**src/rtl/module_arbitro_de_bus.sv**
```systemverilog
// Two-master round-robin arbiter for the single-beat peripheral/memory data bus.
// Optional macro BUS_LOCK_EN adds per-master lock inputs for chained transactions.
module module_arbitro_de_bus #(
    parameter int RD_LAT = 1,
    parameter int ADDR_W = 32,
    parameter int DATA_W = 32
) (
    input  logic              clk_i,
    input  logic              rst_n_i,
    input  logic              m0_req_i,
    input  logic              m0_we_i,
    input  logic [ADDR_W-1:0] m0_addr_i,
    input  logic [DATA_W-1:0] m0_data_i,
    output logic              m0_gnt_o,
    output logic              m0_ack_o,
    output logic [DATA_W-1:0] m0_rdata_o,
    input  logic              m1_req_i,
    input  logic              m1_we_i,
    input  logic [ADDR_W-1:0] m1_addr_i,
    input  logic [DATA_W-1:0] m1_data_i,
    output logic              m1_gnt_o,
    output logic              m1_ack_o,
    output logic [DATA_W-1:0] m1_rdata_o,
`ifdef BUS_LOCK_EN
    input  logic              m0_lock_i,
    input  logic              m1_lock_i,
`endif
    output logic              bus_we_o,
    output logic [ADDR_W-1:0] bus_addr_o,
    output logic [DATA_W-1:0] bus_do_o,
    input  logic [DATA_W-1:0] bus_di_i,
    output logic              busy_o
);

    typedef enum logic [1:0] {ST_IDLE, ST_ACCESS, ST_DONE} state_t;

    localparam logic [2:0] LP_LAT = 3'(RD_LAT);

    state_t              r_state;
    state_t              w_next;
    logic                r_last_gnt;
    logic                r_sel;
    logic                r_we;
    logic [ADDR_W-1:0]   r_addr;
    logic [DATA_W-1:0]   r_data;
    logic [2:0]          r_cnt;
    logic [DATA_W-1:0]   r_m0_rdata;
    logic [DATA_W-1:0]   r_m1_rdata;

    logic                w_any_req;
    logic                w_pick;
    logic                w_src;
    logic                w_last_beat;
    logic                w_relock;

    assign w_any_req   = m0_req_i | m1_req_i;
    // On a tie the master that did not win last time takes the bus.
    assign w_pick      = (m0_req_i & m1_req_i) ? ~r_last_gnt : m1_req_i;
    assign w_src       = (r_state == ST_IDLE) ? w_pick : r_sel;
    assign w_last_beat = r_we | (r_cnt == LP_LAT);

`ifdef BUS_LOCK_EN
    logic [2:0] r_lock_cnt;

    // Seven continuations after the arbitrated transaction caps a chain at eight.
    assign w_relock = (r_sel ? (m1_lock_i & m1_req_i) : (m0_lock_i & m0_req_i))
                      & (r_lock_cnt != 3'd7);

    always_ff @(posedge clk_i or negedge rst_n_i) begin
        if (!rst_n_i) begin
            r_lock_cnt <= 3'd0;
        end else if (r_state == ST_IDLE) begin
            r_lock_cnt <= 3'd0;
        end else if (r_state == ST_DONE && w_relock) begin
            r_lock_cnt <= r_lock_cnt + 3'd1;
        end
    end
`else
    assign w_relock = 1'b0;
`endif

    always_ff @(posedge clk_i or negedge rst_n_i) begin
        if (!rst_n_i) begin
            r_state <= ST_IDLE;
        end else begin
            r_state <= w_next;
        end
    end

    always_comb begin
        w_next = r_state;
        case (r_state)
            ST_IDLE:   if (w_any_req) w_next = ST_ACCESS;
            ST_ACCESS: if (w_last_beat) w_next = ST_DONE;
            ST_DONE:   w_next = w_relock ? ST_ACCESS : ST_IDLE;
            default:   w_next = ST_IDLE;
        endcase
    end

    always_ff @(posedge clk_i or negedge rst_n_i) begin
        if (!rst_n_i) begin
            r_last_gnt <= 1'b1;
            r_sel      <= 1'b0;
            r_we       <= 1'b0;
            r_addr     <= '0;
            r_data     <= '0;
            r_cnt      <= 3'd0;
            r_m0_rdata <= '0;
            r_m1_rdata <= '0;
        end else begin
            if ((r_state == ST_IDLE && w_any_req) || (r_state == ST_DONE && w_relock)) begin
                r_sel  <= w_src;
                r_we   <= w_src ? m1_we_i   : m0_we_i;
                r_addr <= w_src ? m1_addr_i : m0_addr_i;
                r_data <= w_src ? m1_data_i : m0_data_i;
                r_cnt  <= 3'd0;
                if (r_state == ST_IDLE) r_last_gnt <= w_pick;
            end
            // Read data is taken on the edge that closes the final access cycle.
            if (r_state == ST_ACCESS && !r_we) begin
                if (r_cnt == LP_LAT) begin
                    if (r_sel) r_m1_rdata <= bus_di_i;
                    else       r_m0_rdata <= bus_di_i;
                end else begin
                    r_cnt <= r_cnt + 3'd1;
                end
            end
        end
    end

    always_comb begin
        m0_gnt_o   = 1'b0;
        m1_gnt_o   = 1'b0;
        m0_ack_o   = 1'b0;
        m1_ack_o   = 1'b0;
        bus_we_o   = 1'b0;
        bus_addr_o = '0;
        bus_do_o   = '0;
        busy_o     = 1'b0;
        case (r_state)
            ST_ACCESS: begin
                m0_gnt_o   = ~r_sel;
                m1_gnt_o   = r_sel;
                bus_we_o   = r_we;
                bus_addr_o = r_addr;
                bus_do_o   = r_data;
                busy_o     = 1'b1;
            end
            ST_DONE: begin
                m0_gnt_o   = ~r_sel;
                m1_gnt_o   = r_sel;
                m0_ack_o   = ~r_sel;
                m1_ack_o   = r_sel;
                bus_addr_o = r_addr;
                bus_do_o   = r_data;
                busy_o     = 1'b1;
            end
            default: ;
        endcase
    end

    assign m0_rdata_o = r_m0_rdata;
    assign m1_rdata_o = r_m1_rdata;

endmodule

```
**config.mk**
```make
export PLATFORM = sky130hd
export DESIGN_NAME = module_arbitro_de_bus
export DESIGN_NICKNAME = d
export VERILOG_FILES = /design/src/rtl/module_arbitro_de_bus.sv
export SDC_FILE = /design/constraint.sdc
export NUM_CORES = 1
export LEC_CHECK = 0
export ABC_AREA = 1
export BUFFER_PORTS_ARGS = -buffer_cell sky130_fd_sc_hd__buf_2
export CAP_MARGIN = 40
export CORE_MARGIN = 4
export CORE_UTILIZATION = 35
export DETAILED_ROUTE_END_ITERATION = 6
export PLACE_DENSITY_LB_ADDON = 0.12
export SLEW_MARGIN = 20
export SYNTH_ARGS = -nofsm -noshare
export SYNTH_HDL_FRONTEND = slang
export SYNTH_SLANG_ARGS = --single-unit
```
**constraint.sdc**
```tcl
create_clock -name clk_i -period 4.4 [get_ports clk_i]
set_input_delay 0.22 -clock clk_i [delete_from_list [all_inputs] [get_ports clk_i]]
set_output_delay 0.22 -clock clk_i [all_outputs]
set_load 0.01 [all_outputs]
```
==> parameters.txt <==
Parameter                              Value

Synth
  Top cells by area in the synthesized netlist ... dfrtp_1 (47%), nand2_1 (18%), inv_1 (14%)
  Total nets after synthesis ... 1195
  Warning count from the yosys run ... 0
  Largest area contributor in the netlist ... dfrtp_1
  Area share of the largest cell type after synthesis ... 47.5%
  Mean Syn Cell Area ... 6.96 sq um
  Most numerous cell in the Yosys netlist ... nand2_1
  Async set-or-reset flop fraction in the synthesized netlist ... 100%
  Flip-flop and latch count after synthesis ... 136
  Number of synthesized flops with an enable pin ... 0
  Seq/Total Area, Yosys ... 47.8%
  Primary FF master, synth ... dfrtp_1
  Unique cell type count in the Yosys netlist ... 19
  Combined area of all synthesized cells ... 7120 sq um
  Gate Count Post-Synth ... 1022
  Most instantiated cells after synthesis ... nand2_1 (340), inv_1 (273), dfrtp_1 (135)

Finish
  Filler cell count ... 2067
  Net count of the finished layout ... 1469
  Area taken by multi-input logic gates ... 2460 sq um
  Post-route cell area ... 9390 sq um
  Share of layout cells above drive strength 1 ... 26.6%
  Area overhead of the layout relative to synthesis ... 32.0%
  Sequential standard cell area ... 3400 sq um

Timing
  Max Clock Freq ... 0.374 GHz
  Final Hold Vio Count ... 0
  Final Skew ... 0.0137 ns
  RSZ-0062 raised after global routing ... no
  Fin crit period ... 2.67 ns
  Transition time at the pin with the least slew margin ... 0.772 ns
  Setup TNS ... 0 ns
  Setup violations, final ... 0
  Number of pins with negative max-slew slack in the final report ... 0
  Final period utilization ... 60.8%
  Worst slew slack as a fraction of its limit ... 48.5%
  Final worst setup slack ... 1.73 ns

Die
  IO Count ... 300
  Die Y ... 151 um
  Die area ... 22700 sq um
  Initial standard-cell utilization of the core ... 36.1%
  Number of rows created at floorplan ... 51
  Placeable Area ... 19700 sq um
  Horizontal extent of the die ... 151 um

Power and ir drop
  Power density over cell area ... 751 nW/um^2
  P_leak ... 6.13 nW
  Worst IR drop on VDD ... 294 uV

GRT
  Global-route wire length before repair ... 33800 um
  Initial antenna violation count ... 4
  Total routing usage reported by global routing ... 18.7%
  Largest net degree at the start of global routing ... 71
  Leftover overflow at the end of global routing ... 0
  Number of global-route vias before repair ... 6696

Clocking
  Max Buffers Root-to-Sink ... 2
  Number of buffers created by CTS ... 17
  Root buf cell ... clkbuf_16
  Clock-pin slew reported for the worst setup and hold paths after clock tree synthesis ... 0.06 ns
  Total number of clock tree sinks ... 136
  Level count of the clock H-tree ... 4
  Clock latency on the worst-skew pair ... 0.41 ns
  Clock tree from TritonCTS ... done

Worst hold path
  Class of the tightest hold or removal check ... in2reg

Worst setup path
  Library cell appearing most often on the critical path ... inv_1
  Critical Path Fanout Max ... 40
  Arrival time at the worst endpoint ... 2.45 ns
  Biggest cell delay along the critical path ... 0.85 ns
  Worst-path cell with the longest stage delay ... ha_2
  Crit. End Element ... output pin
  Critical setup path kind ... reg2out
  Sequence of cells on the critical path ... inv_1 > ha_2 > buf_4 > nand2_1 > inv_1 > buf_2
  Crit path launch type ... flip-flop
  Required arrival time at the worst endpoint ... 4.18 ns

Routing
  Number of routed nets with antenna violations ... 0
  Wire length after detailed routing ... 20900 um
  Drt first pass iters ... 5
  Residual DRC count ... 0
  Routed length per instance ... 13.3 um
  Total vias in the final route ... 6818
  DRC marker count from the first detailed-route iteration ... 327
  Routed vias/inst ... 4.32

Run status
  Run status ... finished clean

Place
  Final weighted congestion of routability-driven global placement ... 0.788
  IO Port Bufs ... 299
  Cell area after placement ... 8790 sq um
  Detailed-placement wirelength estimate ... 14600 um
  Post-placement setup slack ... 2.06 ns

Run
  Maxcap violations ... 0
## worst max-delay path: cells and delay by family (launching register included)
kind | cells | cell delay [ns]
fa+ha+maj | 1 | 0.85
buf+inv | 4 | 0.70
flops | 1 | 0.38
simple gates | 1 | 0.10
## cells in the final DEF (no fill, tap or decap), types with 2 or more instances in the layout
| master | netlist | routed |
|---|---|---|
| nor2_1 | 6 | 6 |
| dfrtp_1 | 135 | 135 |
| o21ai_1 | 2 | 2 |
| inv_1 | 273 | 272 |
| a21oi_1 | 2 | 2 |
| diode_2 | 0 | 4 |
| nand2_2 | 0 | 3 |
| clkinvlp_4 | 0 | 2 |
| nand3_1 | 133 | 133 |
| ha_1 | 7 | 6 |
| buf_4 | 3 | 9 |
| nand2_1 | 340 | 337 |
| clkbuf_8 | 0 | 3 |
| o21ai_0 | 65 | 65 |
| clkinv_4 | 0 | 2 |
| buf_2 | 21 | 298 |
| inv_6 | 0 | 5 |
| clkbuf_16 | 0 | 17 |
## power breakdown
part	switching [mW]	internal [mW]	leakage, nW	total, mW
combinational	2.19	1.22	4.25	3.42
sequential	0.357	1.89	1.60	2.24
clock	0.564	0.830	0.280	1.39
## routing by layer
metal	part of all wire (%)	wire, um	up-vias	track usage [%]
met4	1.5	307	2	5.53
li1	-	-	3532	-
met3	7.3	1530	22	4.52
met1	45	9450	3033	25.0
met5	0.062	13	-	0
met2	46	9620	229	30.1
## cells by family after synthesis
| group | after synthesis | share of synthesized area [%] |
|---|---|---|
| AND/OR/NAND/NOR | 481 | 28.0 |
| buffers and inverters | 327 | 17.8 |
| flip-flops | 136 | 47.8 |
| AO/OA/AOI/OAI | 70 | 4.98 |
| adder cells (fa/ha/maj) | 7 | 1.23 |
| XOR/XNOR | 1 | 0.123 |
## through the flow
stage                     utilization [%]  power (mW)  instances  hold WS (ns)
final                                47.6        7.05       1577        0.0296
after global routing                 47.6        7.73       1576        0.0210
after CTS                            47.6        7.18       1573       0.00986
after detailed placement             44.6        5.75       1541         0.271
after global placement               44.6        5.71       1541         0.272
after floorplan                         -        4.37       1022       -0.0756
## cell type report
cell class / count / share of cell area (%)
diodes: 4 / 0.107
clock buffers: 20 / 4.97
multi-input cells: 559 / 26.2
inverters: 273 / 10.9
flip-flops and latches: 136 / 36.2
clock inverters: 11 / 1.19
repair buffers: 309 / 16.8
well taps: 265 / 3.53
## registers in the layout, summed over array words and instances, names as in the netlist
name / flops
m0_rdata_o: 32
m1_rdata_o: 32
r_addr: 32
r_cnt: 3
r_data: 32
r_last_gnt: 1
r_sel: 1
r_state: 2
r_we: 1
## final timing paths
path                                   to  cells past startpoint  slack (ns)          from
setup / recovery           bus_addr_o[24]                      6        1.73    r_state[0]
hold / removal             m1_rdata_o[17]                      3        0.03  bus_di_i[17]
setup reg to reg               r_addr[12]                     10        2.08    r_state[0]
hold reg to reg                r_last_gnt                      2        0.47    r_last_gnt
max in group asynchronous  m1_rdata_o[26]                      3        3.07       rst_n_i
min in group asynchronous      r_addr[30]                      2        0.37       rst_n_i
## what timing repair did
item                       in CTS  in global routing
buffers inserted                0                  0
setup endpoints to repair       0                  0
hold endpoints to repair       63                  0
resized for setup               0                  0
hold buffers                    1                  0
No activity file was read; power rests on OpenSTA's default activity.
